File: src/rtl/ram_writer_pkg.sv
`default_nettype none
// ============================================================================
// Module   : ram_writer_pkg
// Brief    : Shared state encoding and default geometry for the RAM loader.
// Revision : 1.0 - initial release
// ============================================================================
package ram_writer_pkg;

    localparam int c_N_DEFAULT     = 8;
    localparam int c_DEPTH_DEFAULT = 8;
    localparam int c_AW_DEFAULT    = 3;

    // 2'd3 is unused; the FSM recovers from it to S_IDLE.
    typedef enum logic [1:0] {
        S_IDLE = 2'd0,
        S_LOAD = 2'd1,
        S_FULL = 2'd2
    } state_t;

endpackage
`default_nettype wire

File: src/rtl/ram_writer_if.sv
`default_nettype none
// ============================================================================
// Module   : ram_writer_if
// Brief    : valid/ready write stream from a data source into the RAM loader.
// Revision : 1.0 - initial release
// ============================================================================
interface ram_writer_if #(
    parameter int N = ram_writer_pkg::c_N_DEFAULT
);
    logic         wr_valid;
    logic [N-1:0] wr_data;
    logic         wr_ready;

    modport master (output wr_valid, output wr_data, input  wr_ready);
    modport slave  (input  wr_valid, input  wr_data, output wr_ready);
endinterface
`default_nettype wire

File: src/rtl/ram_sp_core.sv
`default_nettype none
// ============================================================================
// Module   : ram_sp_core
// Brief    : DEPTH x N RAM, one write port, registered read-before-write read.
// Revision : 1.0 - initial release
// ============================================================================
module ram_sp_core #(
    parameter int N     = 8,
    parameter int DEPTH = 8,
    parameter int AW    = 3
) (
    input  wire logic          clk,
    input  wire logic          rst_n,
    input  wire logic          we,
    input  wire logic [AW-1:0] waddr,
    input  wire logic [N-1:0]  wdata,
    input  wire logic [AW-1:0] raddr,
    output logic      [N-1:0]  rdata
);

    logic [N-1:0] r_mem [DEPTH];

    // Storage is deliberately unreset so it maps onto block RAM.
    always_ff @(posedge clk) begin
        if (we) begin
            r_mem[waddr] <= wdata;
        end
    end

    always_ff @(posedge clk or negedge rst_n) begin
        if (!rst_n) begin
            rdata <= '0;
        end else begin
            rdata <= r_mem[raddr];
        end
    end

endmodule
`default_nettype wire

File: src/rtl/ram_writer.sv
`default_nettype none
// ============================================================================
// Module   : ram_writer
// Brief    : Fills a DEPTH x N RAM from a valid/ready stream starting at
//            address 0, and exposes a registered read port.
// Revision : 1.0 - initial release
// ============================================================================
module ram_writer
    import ram_writer_pkg::*;
#(
    parameter int N     = c_N_DEFAULT,
    parameter int DEPTH = c_DEPTH_DEFAULT,
    parameter int AW    = c_AW_DEFAULT
) (
    input  wire logic          clk,
    input  wire logic          rst_n,
    input  wire logic          start,
    ram_writer_if.slave        wr,
    input  wire logic [AW-1:0] rd_addr,
    output logic      [N-1:0]  rd_data,
    output logic      [AW:0]   count,
    output logic               done
);

    localparam logic [AW-1:0] c_LAST = AW'(DEPTH - 1);
    localparam logic [AW:0]   c_FULL = (AW + 1)'(DEPTH);

    state_t        r_state;
    logic [AW-1:0] r_wptr;
    logic [AW:0]   r_count;
    logic          r_done;
    logic          w_ready;
    logic          w_xfer;

    assign w_ready     = (r_state == S_LOAD);
    assign wr.wr_ready = w_ready;
    // A start pulse wins over a same-cycle transfer, so the word is dropped.
    assign w_xfer      = wr.wr_valid & w_ready & ~start;

    always_ff @(posedge clk or negedge rst_n) begin
        if (!rst_n) begin
            r_state <= S_IDLE;
            r_wptr  <= '0;
            r_count <= '0;
            r_done  <= 1'b0;
        end else if (start) begin
            r_state <= S_LOAD;
            r_wptr  <= '0;
            r_count <= '0;
            r_done  <= 1'b0;
        end else begin
            case (r_state)
                S_IDLE: ;
                S_LOAD: begin
                    if (w_xfer) begin
                        r_wptr <= r_wptr + 1'b1;
                        if (r_count != c_FULL) begin
                            r_count <= r_count + 1'b1;
                        end
                        if (r_wptr == c_LAST) begin
                            r_state <= S_FULL;
                            r_done  <= 1'b1;
                        end
                    end
                end
                S_FULL: ;
                default: begin
                    r_state <= S_IDLE;
                    r_done  <= 1'b0;
                end
            endcase
        end
    end

    assign count = r_count;
    assign done  = r_done;

    ram_sp_core #(
        .N     (N),
        .DEPTH (DEPTH),
        .AW    (AW)
    ) u_ram (
        .clk   (clk),
        .rst_n (rst_n),
        .we    (w_xfer),
        .waddr (r_wptr),
        .wdata (wr.wr_data),
        .raddr (rd_addr),
        .rdata (rd_data)
    );

endmodule
`default_nettype wire

File: src/flat_wrapper.sv
// flat-port wrapper written by rule: the top's interface ports become plain ports
module ram_writer_flat import ram_writer_pkg::*;
#(
    parameter int N     = c_N_DEFAULT,
    parameter int DEPTH = c_DEPTH_DEFAULT,
    parameter int AW    = c_AW_DEFAULT
)
  (clk, rst_n, start, rd_addr, rd_data, count, done, wr_wr_valid, wr_wr_data, wr_wr_ready);
  ram_writer_if #(.N(N)) wr_i ();
  input  wire logic clk;
  input  wire logic rst_n;
  input  wire logic start;
  input  wire logic [AW-1:0] rd_addr;
  output logic      [N-1:0] rd_data;
  output logic      [AW:0] count;
  output logic done;
  input wire logic [$bits(wr_i.wr_valid)-1:0] wr_wr_valid;
  input wire logic [$bits(wr_i.wr_data)-1:0] wr_wr_data;
  output wire logic [$bits(wr_i.wr_ready)-1:0] wr_wr_ready;
  assign wr_i.wr_valid = wr_wr_valid;
  assign wr_i.wr_data = wr_wr_data;
  assign wr_wr_ready = wr_i.wr_ready;
  ram_writer #(.N(N), .DEPTH(DEPTH), .AW(AW)) u_core (.clk(clk), .rst_n(rst_n), .start(start), .wr(wr_i), .rd_addr(rd_addr), .rd_data(rd_data), .count(count), .done(done));
endmodule
File: config.mk
export PLATFORM = sky130hd
export DESIGN_NAME = ram_writer_flat
export DESIGN_NICKNAME = d
export VERILOG_FILES = /design/src/rtl/ram_writer_pkg.sv /design/src/rtl/ram_writer_if.sv /design/src/rtl/ram_sp_core.sv /design/src/rtl/ram_writer.sv /design/src/flat_wrapper.sv
export SDC_FILE = /design/constraint.sdc
export NUM_CORES = 1
export LEC_CHECK = 0
export ABC_CLOCK_PERIOD_IN_PS = 2700
export CAP_MARGIN = 10
export CORE_MARGIN = 8
export CORE_UTILIZATION = 55
export CTS_CLUSTER_SIZE = 20
export DETAILED_ROUTE_END_ITERATION = 10
export GPL_TIMING_DRIVEN = 0
export HOLD_SLACK_MARGIN = 0.02
export PLACE_DENSITY = 0.77
export SETUP_SLACK_MARGIN = 0.2
export SYNTH_ARGS = -nofsm -noshare
export SYNTH_HDL_FRONTEND = slang
export SYNTH_SLANG_ARGS = --single-unit
File: constraint.sdc
create_clock -name clk -period 2.7 [get_ports clk]
set_input_delay 0.27 -clock clk [delete_from_list [all_inputs] [get_ports clk]]
set_output_delay 0.27 -clock clk [all_outputs]
set_load 0.01 [all_outputs]
* Word level (Yosys, flattened, before mapping) *
Memories as Yosys holds them, arrays and structs flattened. A register that Yosys moved wholly into a read port is not among the register bits.
Cells that the tools add are included.

operators by class
  eq/ne operators = 7
  reduce and logical (&&, ||, !) cells = 9
  bitwise gates (word level) = 3
  div/mod/pow operators = 0
  multiplexer cells = 17
  add/sub/neg operators = 2
  shift operators = 0
  order comparisons = 0
  multiply operators = 0

operators by type and width
  kind                   count
  $mux W4                4
  $mux W3                3
  $mux W2                3
  $ne A3 B3 Y1 const B   2
  $reduce_and A3 Y1      2
  $reduce_bool A2 Y1     3
  $mux W1                5
  $add A4 B1 Y4 const B  1
  $ne A4 B4 Y1 const B   1
  $pmux W2 S2            1
  $add A3 B1 Y3 const B  1
  $eq A3 B3 Y1 const B   1
  $and A1 B1 Y1          2
  $eq A2 B1 Y1 const B   1
  $eq A2 B2 Y1 const B   1
  $logic_not A2 Y1       1
  $ne A2 B1 Y1 const B   1
  $pmux W1 S2            1
  $reduce_and A2 Y1      1
  $reduce_or A2 Y1       1
  $logic_not A1 Y1       1
  $not A1 Y1             1

word-level totals
  output and inout port bits = 14
  memory bits (writable) = 64
  bits in latches = 0
  register bits after elaboration = 10
  bits in read-only memories = 0
  bits of input ports = 15
  word-level logic and storage cells = 43
  memories = 1

memory list
  name                words  bits a word  read ports  clocked after Yosys merged registers in  write ports  RTL line           source
  u_core.u_ram.r_mem  8      8            1           1                                        1            ram_sp_core.sv:21  logic [N-1:0] r_mem [DEPTH];

* Depth between registers and ports, before layout *
  word-level depth = 6
  gate-level depth with buffers = 4
  depth with buffers taken out = 4

* Hierarchy *
A second synthesis with hierarchy kept.

unflattened totals
  cells, all modules = 162
  area, all modules = 3219.3 um^2

by module, submodules not included
  module       cells an instance  seq. area each (um^2)  area an instance (um^2)  instances
  ram_sp_core  114                2122.0                 2731.4                   1
  ram_writer   48                 225.2                  488.0                    1

* Worst setup path after synthesis *
No wires, ideal clock.

  kind = register -> register
  from = register, netlist name u_core.done
  to = memory u_core.u_ram.r_mem[1][0] (enable)
  path slack = 0.464 ns
  buffers on the path = 0
  setup time = 0.383 ns
  period minus slack after synthesis = 2.236 ns
  stages on the path, launching flop included = 4
  data arrival time = 1.853 ns
  required time = 2.317 ns
  path through = dfrtp_1 > nand3b_2 > or3b_2 > nor3_1

RTL lines
  what           RTL line
  end, declared  ram_sp_core.sv:21

==> Flow_metrics.wiki <==
{| class="wikitable"
! Metric !! Value
|-
| Final hold violations || 0
|-
| Sequential cell area || roughly 0.0023 sq mm
|-
| Synth Instances || ~160
|-
| Worst reg2reg path depth || 3
|-
| Clk buf depth || 2
|-
| Clk pin slew, worst setup/hold paths || about 0.080 ns
|-
| Multi-input gate area || just over 800 sq um
|-
| Biggest fanout along the worst timing path || 10
|-
| Number of antenna violations at the first check in global routing || 0
|-
| Highest clock frequency the design can meet || 422.9 MHz
|-
| Ranking of synthesized cells by area || edfxtp_1 (60%), dfrtp_1 (13%), mux4_1 (12%), mux2_2 (3.2%), ha_1 (1.6%)
|-
| Type of the setup path with the least slack || reg -> reg
|-
| Ys Warns || 0
|-
| Power share of the clock group || ~37%
|-
| Post-synthesis to final-layout area growth || 17.99%
|-
| Critical path's top delay family || simple AND/OR/NAND/NOR gates
|-
| Cells after DPL || around 260
|-
| Max-slew violation count || 0
|-
| Slew headroom || 41.36%
|-
| Endpoint of the worst-slack reg-to-reg timing path || u_core.u_ram.r_mem[5][1]$_DFFE_PP_
|-
| Average routed wire per standard cell || 20.74 um
|-
| Transition at the pin with the smallest max-transition slack || slightly below 0.9 ns
|-
| Clock insertion delay at the later pin of the skew report || roughly 0.34 ns
|-
| Count of standard-cell rows || 28
|-
| Peak per-stage delay on the critical path || roughly 0.64 ns
|-
| Top-area cell type share of the netlist area || approximately 60%
|-
| Nature of the critical path endpoint || flip-flop
|-
| Number of vias per cell after detailed routing || 5.604
|-
| GPL Wtd Cong || 0.7486
|-
| GR Util All Layers || approximately 15%
|-
| Die span in x || 92.35 um
|-
| Min Tclk post-route || ~2.4 ns
|-
| Cell Int Power || approximately 2.0 mW
|-
| Wire length of the first global-routing pass || ~9000 um
|-
| # DRC || 0
|-
| Fraction of the yosys area taken by sequential cells || about three quarters
|-
| Fill cells || about 400
|-
| Number of logic stages on the critical path including buffering || 3
|-
| Proportion of layout cells with a drive suffix above 1 || 16.75%
|-
| Post-DP HPWL || between 3000 and 4000 um
|-
| DRT iter0 DRCs || around 140
|-
| R2R Path Start || u_core.done$_DFFE_PN0P_
|-
| Required time of the critical path || roughly 2.7 ns
|-
| Library cells used by synthesis || 28
|-
| Number of H-tree levels || 3
|-
| Root buffer cell || clkbuf_8
|-
| Status || complete, no violations
|-
| Final number of setup-violating endpoints || 0
|-
| Worst vdd ir || around 0.62 mV
|-
| Mapped Nets || 180
|-
| Overall overflow remaining after global route || 0
|-
| Worst hold-check slack || 0.4167 ns
|-
| P per Cell Area || between 600 and 700 mW/mm^2
|-
| Post-synthesis cell type with the largest combined area || edfxtp_1
|-
| Leakage power of the design || between 1 and 1.5 nW
|-
| Total net switching power || roughly 0.50 mW
|-
| Synth Area per Inst || ~20 sq um
|-
| Max-capacitance violation count || 0
|-
| Setup Fix Bufs, Post-CTS || 0
|-
| Detailed-route wire length || approximately 5800 um
|-
| Hold-fix buffer count after cts || 0
|-
| TritonCTS clock tree || done
|-
| Number of nets at the end of the flow || 217
|-
| Slowest-stage cell, CP || nor2_1
|-
| Vert. Die Dim || slightly above 90 um
|-
| Path type of the worst min-delay path || in -> async
|-
| Setup repair after global routing missed its margin || true
|-
| Vias after detailed routing || 1558
|-
| Combined buffer and inverter count along the critical path || 0
|-
| Length of the first detailed-routing pass in iterations || 4
|-
| Cells along the critical path || nand3b_2 -> or3b_2 -> nor2_1
|-
| Core region area || 0.005781 sq mm
|-
| Flop pwr share || between 50% and 60%
|-
| Final worst path period share || 87.59%
|-
| Data arrival at the endpoint of the critical path || roughly 2.3 ns
|-
| Port Buffers || 25
|-
| Final setup skew || approximately 0.0047 ns
|-
| Area of the mapped netlist || approximately 0.0032 sq mm
|-
| Starting utilization of the core area || roughly 55%
|-
| CTS buffer count || 9
|-
| Register bit count reported by yosys || about 80
|-
| Full die area || about 0.0085 sq mm
|-
| Largest net degree at the start of global routing || 18
|-
| Antenna Diode Count || 0
|-
| Via count of the first global-routing pass || 1653
|-
| R2R setup slack || between 0.3 and 0.4 ns
|-
| Ports placed on the boundary || 29
|-
| Clock Sink Count || 81
|-
| Startpoint type of the worst setup path || flip-flop
|-
| Net Sw Frac || between 20% and 30%
|-
| Combinational share of power || approximately 7%
|-
| Count of nets left with antenna violations after detail routing || 0
|-
| Non-filler cells, final || between 200 and 300
|}
cell families after synthesis:
| family | count (synthesis) | synth area share (%) |
|---|---|---|
| buffers and inverters | 10 | 1.951 |
| xor gates and xnor gates | 1 | 0.2733 |
| muxes | 26 | 16.47 |
| and+or+nand+nor | 29 | 4.645 |
| AOI/OAI and AO/OA | 10 | 1.874 |
| adders and majority gates | 4 | 1.561 |
| DFF | 81 | 73.22 |
sequential cells by signal (all words and copies together) (netlist names):
register	cells
u_core.count	4
u_core.u_ram.rdata	8
u_core.r_wptr	3
u_core.u_ram.r_mem	64
u_core.r_state	1
u_core.done	1
power groups by stage:
stage | Clock [mW] | Combinational, mW | Sequential [mW]
floorplan | 0 | 0.0787 | 1.42
global placement | 0 | 0.159 | 1.42
detailed placement | 0 | 0.171 | 1.42
CTS | 0.938 | 0.172 | 1.39
global route | 0.988 | 0.183 | 1.40
finish | 0.919 | 0.169 | 1.39
Yosys cell counts:
master	count
o21ai_0	2
buf_1	1
clkbuf_1	2
nand3b_2	1
mux4_1	15
nand3_1	4
inv_1	4
buf_12	1
a21oi_1	5
nor2_1	9
a31oi_1	1
xor2_1	1
ha_1	4
dfrtp_1	17
mux2_2	9
mux2i_1	1
nand2b_1	5
or3_1	2
buf_2	1
or3b_2	1
buf_6	1
nand2_1	4
edfxtp_1	64
a2111o_1	1
mux4_2	1
a21o_1	1
nor2b_1	1
nor3_1	2
placed cells by master, fill, tap and decap left out, drive strengths merged:
cell type	synthesis	final
nand2	4	4
or3b	1	1
nand2b	5	5
a21o	1	1
edfxtp	64	64
ha	4	4
bufinv	0	2
nand3	4	4
nor2b	1	1
o21ai	2	2
xor2	1	1
a21oi	5	5
mux2i	1	1
mux2	9	9
nor3	2	2
nand3b	1	1
clkbuf	2	12
a31oi	1	1
buf	4	5
or3	2	2
clkdlybuf4s50	0	25
nor2	9	9
inv	4	4
clkinv	0	4
mux4	16	16
a2111o	1	1
dfrtp	17	17
worst reg2reg max path: stages (launching register included):
cell and delay, ns:
dfrtp_1 0.41, nand3b_2 0.34, or3b_2 0.60, nor2_1 0.64
cell type report:
class	count	area share, %
Inverter	4	0.3970
Sequential cell	81	62.06
Multi-Input combinational cell	70	21.44
Tap cell	75	2.481
Clock buffer	10	3.374
Buffer	6	1.257
Clock inverter	6	2.183
Timing Repair Buffer	26	6.814
layer usage:
| layer | track usage [%] | vias to the layer above | part of all wire (%) |
|---|---|---|---|
| met5 | 0 | - | 0 |
| met4 | 8.591 | 0 | 1.8 |
| met3 | 3.074 | 8 | 4.4 |
| met2 | 24.67 | 42 | 52 |
| met1 | 16.95 | 788 | 42 |
| li1 | - | 720 | - |
stage by stage:
stage	setup TNS (ns)	setup WS [ns]	power [mW]	area (sq um)	util [%]
final	0	0.3352	2.481	3782	65.43
after global routing	0	0.1940	2.567	3782	65.43
after global placement	-4.044	-0.3790	1.576	3550	61.41
after CTS	0	0.2552	2.503	3777	65.35
after detailed placement	-4.123	-0.3164	1.591	3557	61.54
after floorplan	0	0.4640	1.502	3206	-
worst max-delay path by stage:
| stage | startpoint | to | slack [ns] |
|---|---|---|---|
| after global placement | wr_wr_valid | u_core.u_ram.r_mem[1][6]$_DFFE_PP_ | -0.38 |
| after global routing | u_core.done$_DFFE_PN0P_ | u_core.u_ram.r_mem[5][1]$_DFFE_PP_ | 0.19 |
| after CTS | u_core.done$_DFFE_PN0P_ | u_core.u_ram.r_mem[3][1]$_DFFE_PP_ | 0.26 |
| after detailed placement | wr_wr_valid | u_core.u_ram.r_mem[0][7]$_DFFE_PP_ | -0.32 |
| final | u_core.done$_DFFE_PN0P_ | u_core.u_ram.r_mem[5][1]$_DFFE_PP_ | 0.34 |
| after floorplan | u_core.done$_DFFE_PN0P_ | u_core.u_ram.r_mem[1][0]$_DFFE_PP_ | 0.46 |
what timing repair did:
item                                    4_1_cts  5_1_grt
pin swaps                                     0        0
endpoints found under the setup margin       12       16
resized for setup                             2        2
No activity file was read; power rests on OpenSTA's default activity.
